--- src/rtl/itype_stim_sequencer.sv ---
// Request-driven instruction-memory responder: warm-up NOPs, LFSR-generated
// I-type ALU instructions, then drain NOPs, answering each fetch one cycle later.
module itype_stim_sequencer #(
   parameter int unsigned NUM_INSTR = 64,
   parameter int unsigned WARMUP    = 4,
   parameter int unsigned DRAIN     = 5,
   parameter logic [31:0] SEED      = 32'h00000289
) (
   input  logic        clk,
   input  logic        reset_n,
   input  logic        start,
   input  logic        imem_req_valid,
   output logic        imem_resp_valid,
   output logic [31:0] imem_resp_data,
   output logic        busy,
   output logic        done,
   output logic [15:0] issued_count
);

   localparam logic [31:0] NOP       = 32'h00000013;
   localparam logic [31:0] TAPS      = 32'h80200003;
   localparam logic [31:0] SEED_EFF  = (SEED == 32'd0) ? 32'd1 : SEED;
   localparam logic [31:0] WARM_LAST = WARMUP - 1;
   localparam logic [31:0] RUN_LAST  = NUM_INSTR - 1;
   localparam logic [31:0] DRN_LAST  = DRAIN - 1;

   typedef enum logic [2:0] {
      S_IDLE,
      S_WARM,
      S_RUN,
      S_DRAIN,
      S_DONE
   } state_t;

   state_t      state_q, state_d;
   logic [31:0] phase_q, phase_d;
   logic [31:0] lfsr_q, lfsr_d;
   logic [15:0] count_q, count_d;
   logic        resp_valid_p1, resp_valid_p0;
   logic [31:0] resp_data_p1, resp_data_p0;

   function automatic logic [31:0] lfsr_step(input logic [31:0] v);
      logic [31:0] n;
      n = v >> 1;
      if (v[0]) n = n ^ TAPS;
      return n;
   endfunction

   // Shift immediates must stay legal: shamt only, plus the SRAI selector bit.
   function automatic logic [31:0] itype_word(input logic [31:7] v);
      logic [11:0] imm;
      logic [2:0]  f3;
      imm = v[31:20];
      f3  = v[14:12];
      if (f3 == 3'd5)      imm = imm & 12'h41F;
      else if (f3 == 3'd1) imm = imm & 12'h01F;
      return {imm, v[19:15], f3, v[11:7], 7'b0010011};
   endfunction

   function automatic logic [15:0] sat_inc16(input logic [15:0] v);
      return (v == 16'hFFFF) ? v : v + 16'd1;
   endfunction

   always_comb begin
      state_d       = state_q;
      phase_d       = phase_q;
      lfsr_d        = lfsr_q;
      count_d       = count_q;
      resp_valid_p0 = imem_req_valid;
      resp_data_p0  = imem_req_valid ? NOP : resp_data_p1;

      case (state_q)
         S_IDLE, S_DONE: begin
            if (start) begin
               count_d = 16'd0;
               phase_d = 32'd0;
               state_d = (WARMUP == 0) ? S_RUN : S_WARM;
            end
         end
         S_WARM: begin
            if (imem_req_valid) begin
               if (phase_q == WARM_LAST) begin
                  phase_d = 32'd0;
                  state_d = S_RUN;
               end else begin
                  phase_d = phase_q + 32'd1;
               end
            end
         end
         S_RUN: begin
            if (imem_req_valid) begin
               resp_data_p0 = itype_word(lfsr_q[31:7]);
               lfsr_d       = lfsr_step(lfsr_q);
               count_d      = sat_inc16(count_q);
               if (phase_q == RUN_LAST) begin
                  phase_d = 32'd0;
                  state_d = (DRAIN == 0) ? S_DONE : S_DRAIN;
               end else begin
                  phase_d = phase_q + 32'd1;
               end
            end
         end
         S_DRAIN: begin
            if (imem_req_valid) begin
               if (phase_q == DRN_LAST) begin
                  phase_d = 32'd0;
                  state_d = S_DONE;
               end else begin
                  phase_d = phase_q + 32'd1;
               end
            end
         end
         default: state_d = S_IDLE;
      endcase
   end

   // p0 -> p1: response registered one cycle after the accepted request
   always_ff @(posedge clk) begin
      if (!reset_n) begin
         state_q       <= S_IDLE;
         phase_q       <= 32'd0;
         lfsr_q        <= SEED_EFF;
         count_q       <= 16'd0;
         resp_valid_p1 <= 1'b0;
         resp_data_p1  <= NOP;
      end else begin
         state_q       <= state_d;
         phase_q       <= phase_d;
         lfsr_q        <= lfsr_d;
         count_q       <= count_d;
         resp_valid_p1 <= resp_valid_p0;
         resp_data_p1  <= resp_data_p0;
      end
   end

   assign imem_resp_valid = resp_valid_p1;
   assign imem_resp_data  = resp_data_p1;
   assign busy            = (state_q == S_WARM) || (state_q == S_RUN) || (state_q == S_DRAIN);
   assign done            = (state_q == S_DONE);
   assign issued_count    = count_q;

endmodule

--- config.mk ---
export PLATFORM = sky130hd
export DESIGN_NAME = itype_stim_sequencer
export DESIGN_NICKNAME = d
export VERILOG_FILES = /design/src/rtl/itype_stim_sequencer.sv
export SDC_FILE = /design/constraint.sdc
export NUM_CORES = 1
export LEC_CHECK = 0
export CAP_MARGIN = 20
export CORE_MARGIN = 2
export CORE_UTILIZATION = 60
export CTS_CLUSTER_DIAMETER = 30
export DETAILED_ROUTE_END_ITERATION = 10
export PLACE_DENSITY_LB_ADDON = 0.15
export SYNTH_ARGS = -nofsm -noshare
export SYNTH_HDL_FRONTEND = slang
export SYNTH_SLANG_ARGS = --single-unit
--- constraint.sdc ---
create_clock -name clk -period 6.3 [get_ports clk]
set_input_delay 1.26 -clock clk [delete_from_list [all_inputs] [get_ports clk]]
set_output_delay 1.26 -clock clk [all_outputs]
set_load 0.02 [all_outputs]
== Word level (Yosys, flattened, before mapping) ==
Index checks and enable logic that the tools add are counted.
Widths: inputs -> output; s select.

* Logic and storage cells: 63
* Output and inout port bits: 51
* Flip-flop bits (word level): 116
* Input bits: 4

* Add/subtract/negate cells: 2
* Equal/unequal tests: 18
* Reductions and logical operators: 10
* Bitwise logic cells: 1
* Mux-type cells: 26

{| class="wikitable"
|+ Operator list
! cell !! count
|-
| $mux 32 || 11
|-
| $pmux 32 s4 || 1
|-
| $mux 16 || 3
|-
| $add 32x1->32 const B || 1
|-
| $eq 32x2->1 const B || 1
|-
| $eq 32x3->1 const B || 1
|-
| $eq 32x6->1 const B || 1
|-
| $pmux 16 s2 || 1
|-
| $mux 12 || 2
|-
| $mux 3 || 7
|-
| $add 16x1->16 const B || 1
|-
| $eq 16x16->1 const B || 1
|-
| $ne 2x2->1 const B || 8
|-
| $pmux 3 s4 || 1
|-
| $reduce_and 7->1 || 1
|-
| $eq 3x1->1 const B || 2
|-
| $eq 3x2->1 const B || 2
|-
| $eq 3x3->1 const B || 2
|-
| $reduce_and 5->1 || 1
|-
| $not 3->4 || 1
|-
| $reduce_and 4->1 || 1
|-
| $reduce_bool 4->1 || 1
|-
| $logic_not 3->1 || 1
|-
| $logic_or 1x1->1 || 2
|-
| 3 further kinds || 3
|}

== Logic depth before layout (Yosys ltp) ==
Gate-level depths: netlist of the first run.

* Word-level depth: 5
* Mapped depth: 8
* Depth with buffers taken out: 7

== Worst setup path after synthesis of the first run ==
No wires, ideal clock.

* Kind: input to register
* From: input imem_req_valid
* To: register count_q[9], in the netlist issued_count[9]
* Setup time: 0.071 ns
* Setup slack: 3.570 ns
* Cell stages on the path: 6
* Required time: 6.229 ns
* Arrival: 2.660 ns
* Path buffers: 1
* Cells stage by stage: clkbuf_1 > nand3b_1 > a21oi_1 > o21ai_2 > or4_1 > a21oi_1

* Longest elaborated chain between the ends: 2

{| class="wikitable"
|+ RTL lines
! element !! RTL line !! source
|-
| start, declared || 12 || <nowiki>input logic imem_req_valid,</nowiki>
|-
| $ne 2x2->1 (no source line) || -- ||
|-
| $reduce_and 4->1 (no source line) || -- ||
|-
| end signal, assigned || 130 || <nowiki>count_q <= count_d;</nowiki>
|-
| end, declared || 38 || <nowiki>logic [15:0] count_q, count_d;</nowiki>
|}

Every way passes these cells.
A chain may end at the register's enable or synchronous reset.

== Worst setup path in the final report of the first run ==
* From: register state_q[0]
* To: output busy

* Longest elaborated chain between the ends: 3
* Elaborated cells on any way between the ends: 5
* Those cells by class: 3 x eq/ne; 2 x reduce/logical

{| class="wikitable"
|+ RTL lines
! element !! RTL line !! source
|-
| start, declared || 35 || <nowiki>state_t state_q, state_d;</nowiki>
|-
| start signal, assigned || 127 || <nowiki>state_q <= state_d;</nowiki>
|-
| $eq 3x1->1 or $eq 3x2->1 (tied branches) || 138 || <nowiki>assign busy = (state_q == S_WARM) || (state_q == S_RUN) || (state_q == S_DRAIN);</nowiki>
|-
| $logic_or 1x1->1 || 138 ||
|-
| $logic_or 1x1->1 (*) || 138 ||
|-
| end, declared || 15 || <nowiki>output logic busy,</nowiki>
|}

Mark *: on every way between the ends. The rest lies on a longest branch, timed or not.

==> summary.md, run 1 <==
| Metric | Value |
|---|---|
| First-pass GRT wire length | `18.4 mm` |
| Fin. Hold Viols | `0` |
| Via-per-instance ratio | `5.88` |
| FF-to-FF End | `phase_q[16]` |
| Tot Pwr | `1.93 mW` |
| Clock Sinks | `116` |
| Post-CTS Hold Buffers | `0` |
| Fraction of layout cells with a size suffix above 1 | `8.21%` |
| Flops & latches, synth | `between 100 and 150` |
| Worst Setup SP | `state_q[0]` |
| Post-CTS sizing | `0` |
| Seq/Total Area, Yosys | `a little under half` |
| DRT Pass-1 Iters | `6` |
| Worst Setup Path Type | `reg -> out` |
| Unrepaired setup endpoints after global routing | `no` |
| Final ANT Viol Nets | `0` |
| IO buf count | `54` |
| Skew-Pair Late Insertion Delay | `520 ps` |
| Lkg Pwr | `2.07 nW` |
| Status | `completed` |
| Maximum root-to-sink buffer count | `2` |
| Least-Margin Pin Slew | `1080 ps` |
| Synth unique cells | `57` |
| GRT Util Overall | `26.0%` |
| Net count of the mapped netlist | `569` |
| # IOs | `55` |
| Crit path time final | `3470 ps` |
| Setup WS post-layout | `2830 ps` |
| Fin Hold WS | `approximately 440 ps` |
| Grt ovf | `0` |
| Final Cycle Share | `a little under three fifths` |
| Reg clk slew, reported paths | `60 ps` |
| Critical path startpoint category | `flip-flop` |
| Ys Warns | `0` |
| Die height | `94.4 um` |
| Number of cell rows | `32` |
| Clock skew | `8.35 ps` |
| H-tree Lvls | `4` |
| Async set or reset register ratio after synthesis | `0%` |
| WP data arrival | `between 2000 and 2500 ps` |
| Worst Setup End Kind | `output pin` |
| Initial Utilization | `62.8%` |
| Yosys top cell by area | `dfxtp_1` |
| FF-to-FF Start | `phase_q[9]` |
| TritonCTS buffer count | `17` |
| Power per cell area | `320 nW/um^2` |
| Clk Tree Root Cell | `clkbuf_8` |
| Worst setup endpoint | `busy` |
| Setup TNS | `0 ps` |
| Commonest non-fill, non-tap cells in the layout | `dfxtp_1, nand2_1, clkdlybuf4s50_1` |
| Avg Cell Area, Syn | `8.72 sq um` |
| R2R Setup Slk | `roughly 3700 ps` |
| Post-DP HPWL | `~7 mm` |
| Initial antenna violation count | `0` |
| Final Slew Violations | `0` |
| Largest net degree at the start of global routing | `47` |
| Worst hold path class | `reg -> reg` |
| Drt drc | `0` |
| Reg2Reg Depth | `5` |
| Die Area | `8910 sq um` |
| CP required | `5040 ps` |
| Iteration-0 DRC Markers | `183` |
| Via count | `4,251` |
| GP Congestion | `roughly 0.81` |
| Post-Synthesis Cells | `562` |
| Die W | `between 90 and 100 um` |
| Max IR drop VDD | `194 uV` |
| Non-filler cells, final | `723` |
| WL final | `~11 mm` |
| Post-DR wirelength/cell | `15.4 um` |
| Vias in the first global route | `3,937` |
| Max Cap Viol | `0` |
| Post-CTS setup repair buffer count | `0` |
| Antenna cells | `0` |
| Max Fclk | `about 290 MHz` |
| Nets | `between 600 and 700` |
| CTS tree | `yes` |
| Slew margin rel. | `27.8%` |
| Post-synth top flop | `dfxtp_1` |
| Dpl cells | `689` |
| Most common cell after layout, fill and taps aside | `dfxtp_1` |
| Layout area overhead | `23.0%` |
| Core Box Area | `7810 sq um` |
| Synth top area share | `47.4%` |
| Area contributors post-synth | `dfxtp_1, nand2_1, a21oi_1, nor2_1, a22o_1` |
| CP Max Fanout | `14` |
| Final Setup Violations | `0` |
| Post-synth EDFFs | `0` |
| DP Worst Slack | `2580 ps` |
| Post-Syn Area | `between 4000 and 5000 sq um` |
==> critical path: stages (launching register included) <==
cell and delay (ps):
dfxtp_1 600, nor2_1 170, nor2_1 260, clkdlybuf4s50_1 660
==> synthesized netlist by cell type (7+ instances only) <==
| library cell | count |
|---|---|
| and4_1 | 8 |
| nor2_1 | 40 |
| and3_1 | 10 |
| a21oi_1 | 50 |
| inv_1 | 7 |
| nor3_1 | 7 |
| o21ai_0 | 14 |
| dfxtp_1 | 116 |
| nand3_1 | 17 |
| clkbuf_1 | 21 |
| nor4_1 | 15 |
| xnor2_1 | 14 |
| nand4_1 | 15 |
| a22o_1 | 16 |
| xor2_1 | 14 |
| nand2_1 | 98 |
| or3_1 | 10 |
==> logic make-up after synthesis <==
| group | share of synthesized area [%] |
|---|---|
| AO/OA/AOI/OAI | 16.2 |
| multiplexers | 0.204 |
| AND/OR/NAND/NOR | 26.8 |
| buffers and inverters | 3.65 |
| adder cells (fa/ha/maj) | 0.766 |
| flip-flops | 47.4 |
| XOR/XNOR | 5.00 |
==> final cells by class <==
class	count	area (sq um)
tap	102	128
fill	555	1780
clock inverter	15	135
sequential	116	2320
timing repair buffer	59	602
clock buffer	17	414
multi-input combinational	407	2400
inverter	7	26.3
==> how the worst min path moves through the flow <==
stage | depth (start not counted) | slack [ps] | end | startpoint
global route | 1 | 470 | imem_resp_data[4] | imem_resp_data[4]
finish | 1 | 440 | imem_resp_data[4] | imem_resp_data[4]
detailed placement | 1 | 430 | imem_resp_data[4] | imem_resp_data[4]
global placement | 1 | 430 | imem_resp_data[1] | imem_resp_data[1]
CTS | 1 | 450 | imem_resp_data[4] | imem_resp_data[4]
floorplan | 2 | 430 | lfsr_q[4] | lfsr_q[5]
==> per-stage QoR <==
step	util (%)	cell area [sq um]
2_1_floorplan	-	4900
5_1_grt	77.2	6030
3_5_place_dp	69.7	5440
4_1_cts	76.7	5990
3_3_place_gp	69.7	5440
6_report	77.2	6030
==> power by group <==
group	switching [mW]	total (mW)	leakage [nW]	internal (mW)
logic	0.182	0.268	0.881	0.0866
clock network	0.353	0.876	0.256	0.523
registers	0.0301	0.786	0.936	0.756
total	0.565	1.93	2.07	1.37
==> routing by layer <==
metal	vias up	GRT usage (%)	wire, um
li1	2116	-	-
met1	2015	32.3	4760
met5	-	0	0
met3	11	5.67	567
met2	109	44.6	5740
met4	0	9.54	81
(Power assumes the default switching activity.)
==> run 2: changes to the inputs <==
Settings changed: CORE_UTILIZATION 60 to 50.
Clock period 6.3 ns to 2.8 ns, I/O delays scaled along.
==> run 2 against run 1 <==
Flip-flop and latch count unchanged; clock skew barely moved; largest power group unchanged; die area up 19%; critical endpoint unchanged; non-clock buffer count increased by 7; global-route usage decreased by 4.1 points.
==> summary.md, run 2 (same netlist as run 1, synthesis figures left out) <==
| Metric | Value |
|---|---|
| Lkg Pwr | `2.14 nW (was 2.07 nW)` |
| Max Fclk | `between 300 and 400 MHz` |
| DRT Pass-1 Iters | `4 (was 6)` |
| Post-CTS Hold Buffers | `0 (unchanged)` |
| Fillcell total | `852 (was 555)` |
| CP Max Fanout | `14 (unchanged)` |
| Reg clk slew, reported paths | `60 ps (about the same)` |
| Final Cell Area | `6150 sq um (was 6030 sq um)` |
| Maximum root-to-sink buffer count | `2 (unchanged)` |
| Status | `completed (unchanged)` |
| Sw Share | `28.3% (was 29.3%)` |
| Least-Margin Pin Slew | `778 ps (was 1080 ps)` |
| IO buf count | `54 (unchanged)` |
| P_int | `3.29 mW (was 1.37 mW)` |
| Largest net degree at the start of global routing | `46 (was 47)` |
| Unrepaired setup endpoints after global routing | `no (unchanged)` |
| GRT Util Overall | `21.9% (was 26.0%)` |
| Antenna cells | `0 (unchanged)` |
| Crit path time final | `2630 ps` |
| Skew-Pair Late Insertion Delay | `510 ps (was 520 ps)` |
| Final Setup Violations | `0 (unchanged)` |
| Vias in the first global route | `3,861 (was 3,937)` |
| WP data arrival | `2070 ps (was 2210 ps)` |
| Non-filler cells, final | `761 (was 723)` |
| Via-per-instance ratio | `5.61 (was 5.88)` |
| Die W | `103 um (was 94.4 um)` |
| Slew margin rel. | `47.9% (was 27.8%)` |
| Die Area | `10,600 sq um (was 8910 sq um)` |
| Combinational share of power | `13.6% (was 13.9%)` |
| Initial Utilization | `50.9% (was 62.8%)` |
| Die height | `103 um (was 94.4 um)` |
| Iteration-0 DRC Markers | `162 (was 183)` |
| Setup TNS | `0 ps (unchanged)` |
| Initial antenna violation count | `0 (unchanged)` |
| CP Cell Sequence | `nor2_1 -> nor2_1 -> clkdlybuf4s50_1 (unchanged)` |
| Layout area overhead | `25.5% (was 23.0%)` |
| Grt ovf | `0 (unchanged)` |
| Most common cell after layout, fill and taps aside | `dfxtp_1 (unchanged)` |
| Nets | `622 (was 615)` |
| Worst Setup Path Type | `reg -> out (unchanged)` |
| Post-DP HPWL | `7.19 mm (was 7.01 mm)` |
| Cell repeated most along the worst path | `nor2_1 (unchanged)` |
| First-pass GRT wire length | `18.5 mm (was 18.4 mm)` |
| Via count | `4,270 (was 4,251)` |
| CP required | `2240 ps (was 5040 ps)` |
| DP Worst Slack | `51.4 ps (was 2580 ps)` |
| Post-DP Area | `5540 sq um (was 5440 sq um)` |
| Post-CTS sizing | `0 (unchanged)` |
| Fin. Hold Viols | `0 (unchanged)` |
| Number of cell rows | `36 (was 32)` |
| Crit path buf inv count | `1 (unchanged)` |
| Max stage delay cell, worst path | `clkdlybuf4s50_1 (unchanged)` |
| Delay-heaviest family, CP | `buffers and inverters (unchanged)` |
| # IOs | `55 (unchanged)` |
| Clock Power Share | `48.1% (was 45.4%)` |
| Fraction of layout cells with a size suffix above 1 | `9.24% (was 8.21%)` |
| Drt drc | `0 (unchanged)` |
| Dpl cells | `728 (was 689)` |
| Clk Tree Root Cell | `clkbuf_8 (unchanged)` |
| Sw power | `1.30 mW (was 0.565 mW)` |
| Max IR drop VDD | `357 uV (was 194 uV)` |
| Max incr delay on CP | `630 ps (was 660 ps)` |
| H-tree Lvls | `4 (unchanged)` |
| Final Slew Violations | `0 (unchanged)` |
| Worst hold path class | `reg -> reg (unchanged)` |
| Worst Setup End Kind | `output pin (unchanged)` |
| Clock Sinks | `116 (unchanged)` |
| WL final | `11.0 mm (was 11.1 mm)` |
| Max Cap Viol | `0 (unchanged)` |
| Setup WS post-layout | `168 ps (was 2830 ps)` |
| Final ANT Viol Nets | `0 (unchanged)` |
| Sequential share of power | `38.4% (was 40.7%)` |
| GP Congestion | `0.896 (was 0.807)` |
| Critical path startpoint category | `flip-flop (unchanged)` |
| Final Cycle Share | `94.0%` |
| TritonCTS buffer count | `17 (unchanged)` |
| Core Box Area | `9640 sq um (was 7810 sq um)` |
| Commonest non-fill, non-tap cells in the layout | `dfxtp_1, nand2_1, clkdlybuf4s50_1 (unchanged)` |
| CTS tree | `yes (unchanged)` |
| Post-DR wirelength/cell | `14.4 um (was 15.4 um)` |
| Post-CTS setup repair buffer count | `0 (unchanged)` |
| Clock skew | `8.66 ps (was 8.35 ps)` |
| Power per cell area | `746 nW/um^2 (was 320 nW/um^2)` |
-- run 2: layout make-up --
| class | instances | area, sq um | area share (%) |
|---|---|---|---|
| Clock buffer | 17 | 414 | 6.73 |
| Tap cell | 133 | 166 | 2.71 |
| Multi-Input combinational cell | 407 | 2400 | 39.0 |
| Inverter | 7 | 26.3 | 0.427 |
| Timing Repair Buffer | 66 | 631 | 10.3 |
| Clock inverter | 15 | 190 | 3.09 |
| Sequential cell | 116 | 2320 | 37.8 |
-- run 2: power groups by stage --
stage | Sequential, mW | Clock [mW] | Combinational [mW]
floorplan | 1.77 | 0 | 0.488
global placement | 1.80 | 0 | 0.605
detailed placement | 1.80 | 0 | 0.618
CTS | 1.76 | 2.24 | 0.621
global route | 1.77 | 2.32 | 0.689
finish | 1.76 | 2.21 | 0.622
-- run 2: metrics by stage --
stage	hold WS [ps]	power [mW]	util [%]
2_1_floorplan	432	2.26	-
3_3_place_gp	435	2.40	57.5
3_5_place_dp	433	2.42	57.5
4_1_cts	447	4.62	63.7
5_1_grt	471	4.78	63.8
6_report	445	4.59	63.8
-- run 2: final timing paths --
kind	start	endpoint	cells after the start	slack, ps
min	imem_resp_data[1]	imem_resp_data[1]	1	450
min reg2reg	imem_resp_data[1]	imem_resp_data[1]	1	450
max reg2reg	phase_q[1]	phase_q[24]	6	450
max	state_q[0]	busy	3	170
-- run 2: per-layer routing --
metal  vias up  global-route usage, %  wire length, um
li1       2127                      -                -
met1      2039                   29.5             5210
met2        92                   34.8             5110
met4         0                   9.01              121
met3        12                   4.07              525
met5         -                      0                0
-- run 2: worst reg2reg max path, cell delays in order (launching register included) --
cell and delay (ps):
dfxtp_1 400, ha_1 280, nand4_1 290, nor3_2 500, nand4_1 280, or3_1 380, a21oi_1 160
==> run 3: changes to the inputs <==
Settings changed: CORE_MARGIN 2 to 5, CORE_UTILIZATION 50 to 56, SLEW_MARGIN from default to 40.
Clock period 2.8 ns to 2.9 ns, I/O delays scaled along.
==> run 3 against run 2 <==
Sequential power fell by 3%; critical endpoint unchanged; largest power group unchanged; design area up 0.20%; first-iteration DRC count grew 30%; count of clock-buffer cells in the layout is the same; global-route usage fell by 0.13 points; largest cell class unchanged.
==> summary.md, run 3 (same netlist as run 1, synthesis figures left out) <==
| Metric | Value |
|---|---|
| Grt ovf | `0 (unchanged)` |
| Worst Setup End Kind | `output pin (unchanged)` |
| Fin Hold WS | `449 ps (was 445 ps)` |
| Lkg Pwr | `2.15 nW (was 2.14 nW)` |
| Final Cycle Share | `94.9%` |
| Initial Utilization | `56.8% (was 50.9%)` |
| P_int | `3.42 mW (was 3.29 mW)` |
| Fin. Hold Viols | `0 (unchanged)` |
| Post-DP HPWL | `7.48 mm (was 7.19 mm)` |
| FF-to-FF Start | `state_q[1] (was phase_q[1])` |
| Final Slew Violations | `0 (unchanged)` |
| Critical path startpoint category | `flip-flop (unchanged)` |
| Nets | `619 (was 622)` |
| IO buf count | `54 (unchanged)` |
| Commonest non-fill, non-tap cells in the layout | `dfxtp_1, nand2_1, clkdlybuf4s50_1 (unchanged)` |
| Worst hold path class | `reg -> reg (unchanged)` |
| Clk Tree Root Cell | `clkbuf_8 (unchanged)` |
| Max Cap Viol | `0 (unchanged)` |
| Iteration-0 DRC Markers | `211 (was 162)` |
| Dpl cells | `701 (was 728)` |
| Final Util | `71.4% (was 63.8%)` |
| Status | `completed (unchanged)` |
| Unrepaired setup endpoints after global routing | `no (unchanged)` |
| Clock Sinks | `116 (unchanged)` |
| Most common cell after layout, fill and taps aside | `dfxtp_1 (unchanged)` |
| Met2 wire length | `5.69 mm (was 5.11 mm)` |
| Skew-Pair Late Insertion Delay | `510 ps (about the same)` |
| Non-filler cells, final | `733 (was 761)` |
| WP data arrival | `2170 ps (was 2070 ps)` |
| DRT Pass-1 Iters | `6 (was 4)` |
| Number of cell rows | `34 (was 36)` |
| Power per cell area | `754 nW/um^2 (was 746 nW/um^2)` |
| Max IR drop VDD | `540 uV (was 357 uV)` |
| CP required | `2320 ps (was 2240 ps)` |
| Initial antenna violation count | `0 (unchanged)` |
| Worst Setup SP | `state_q[0] (unchanged)` |
| CTS tree | `yes (unchanged)` |
| Final ANT Viol Nets | `0 (unchanged)` |
| First-pass GRT wire length | `19.8 mm (was 18.5 mm)` |
| Slew margin rel. | `50.1% (was 47.9%)` |
| Vias in the first global route | `4,144 (was 3,861)` |
| Sw Share | `26.4% (was 28.3%)` |
| Post-CTS sizing | `0 (unchanged)` |
| H-tree Lvls | `4 (unchanged)` |
| WL final | `11.5 mm (was 11.0 mm)` |
| Largest net degree at the start of global routing | `45 (was 46)` |
| Max Fclk | `363 MHz` |
| Core Box Area | `8640 sq um (was 9640 sq um)` |
| Met3 WL | `637 um (was 525 um)` |
| CP Max Fanout | `14 (unchanged)` |
| TritonCTS buffer count | `17 (unchanged)` |
| Layout area overhead | `25.7% (was 25.5%)` |
| Final Setup Violations | `0 (unchanged)` |
| Die height | `104 um (was 103 um)` |
| Tot Pwr | `4.65 mW (was 4.59 mW)` |
| Antenna cells | `0 (unchanged)` |
| M1 WL | `5.06 mm (was 5.21 mm)` |
| Maximum root-to-sink buffer count | `2 (unchanged)` |
| Crit path time final | `2750 ps` |
| Sequential share of power | `36.7% (was 38.4%)` |
| Combinational share of power | `13.1% (was 13.6%)` |
| Worst Setup Path Type | `reg -> out (unchanged)` |
| Reg clk slew, reported paths | `60 ps (about the same)` |
| GRT Util Overall | `21.8% (was 21.9%)` |
| Setup TNS | `0 ps (unchanged)` |
| Clock Power Share | `50.2% (was 48.1%)` |
| Least-Margin Pin Slew | `745 ps (was 778 ps)` |
| Sw power | `1.22 mW (was 1.30 mW)` |
| Top Layer Used | `met4 (unchanged)` |
| Via count | `4,280 (was 4,270)` |
| # IOs | `55 (unchanged)` |
| Post-CTS setup repair buffer count | `0 (unchanged)` |
| Die W | `104 um (was 103 um)` |
| Drt drc | `0 (unchanged)` |
| Via-per-instance ratio | `5.84 (was 5.61)` |
| Post-CTS Hold Buffers | `0 (unchanged)` |
| Clock skew | `12.5 ps (was 8.66 ps)` |
| Post-DR wirelength/cell | `15.7 um (was 14.4 um)` |
| Die Area | `10,700 sq um (was 10,600 sq um)` |
| Fraction of layout cells with a size suffix above 1 | `8.96% (was 9.24%)` |
| GP Congestion | `0.876 (was 0.896)` |
run 3: worst max-delay path, cell delays in order, from the launching register on:
cell and delay (ps):
dfxtp_1 570, nor2_1 180, nor2_1 250, clkdlybuf4s50_1 660
run 3: power by group through the flow:
stage / Sequential, mW / Clock [mW] / Combinational, mW
floorplan: 1.71 / 0 / 0.472
global placement: 1.73 / 0 / 0.580
detailed placement: 1.74 / 0 / 0.598
CTS: 1.70 / 2.35 / 0.605
global route: 1.71 / 2.44 / 0.666
finish: 1.70 / 2.33 / 0.609
run 3: area by class of cell:
| type | instances | area, sq um |
|---|---|---|
| fill | 669 | 2470 |
| timing repair buffer | 63 | 608 |
| inverter | 7 | 26.3 |
| tap | 108 | 135 |
| multi-input combinational | 407 | 2400 |
| clock buffer | 17 | 414 |
| sequential | 116 | 2320 |
| clock inverter | 15 | 254 |
run 3: worst paths after layout:
kind,end,slack (ps),cells after the start
max,busy,150,3
min,flip-flop,450,2
max reg2reg,flip-flop,550,5
min reg2reg,flip-flop,450,2
run 3: metal layers:
metal  track usage [%]  up-vias
li1                  -     2116
met1              27.6     2029
met2              35.8      122
met3              6.16       13
met4              6.84        0
met5                 0        -
run 3: metrics by stage:
stage,worst slack (ps),instance area (sq um)
2_1_floorplan,757,4900
3_5_place_dp,203,5500
4_1_cts,153,6160
5_1_grt,23.3,6160
3_3_place_gp,246,5490
6_report,147,6160
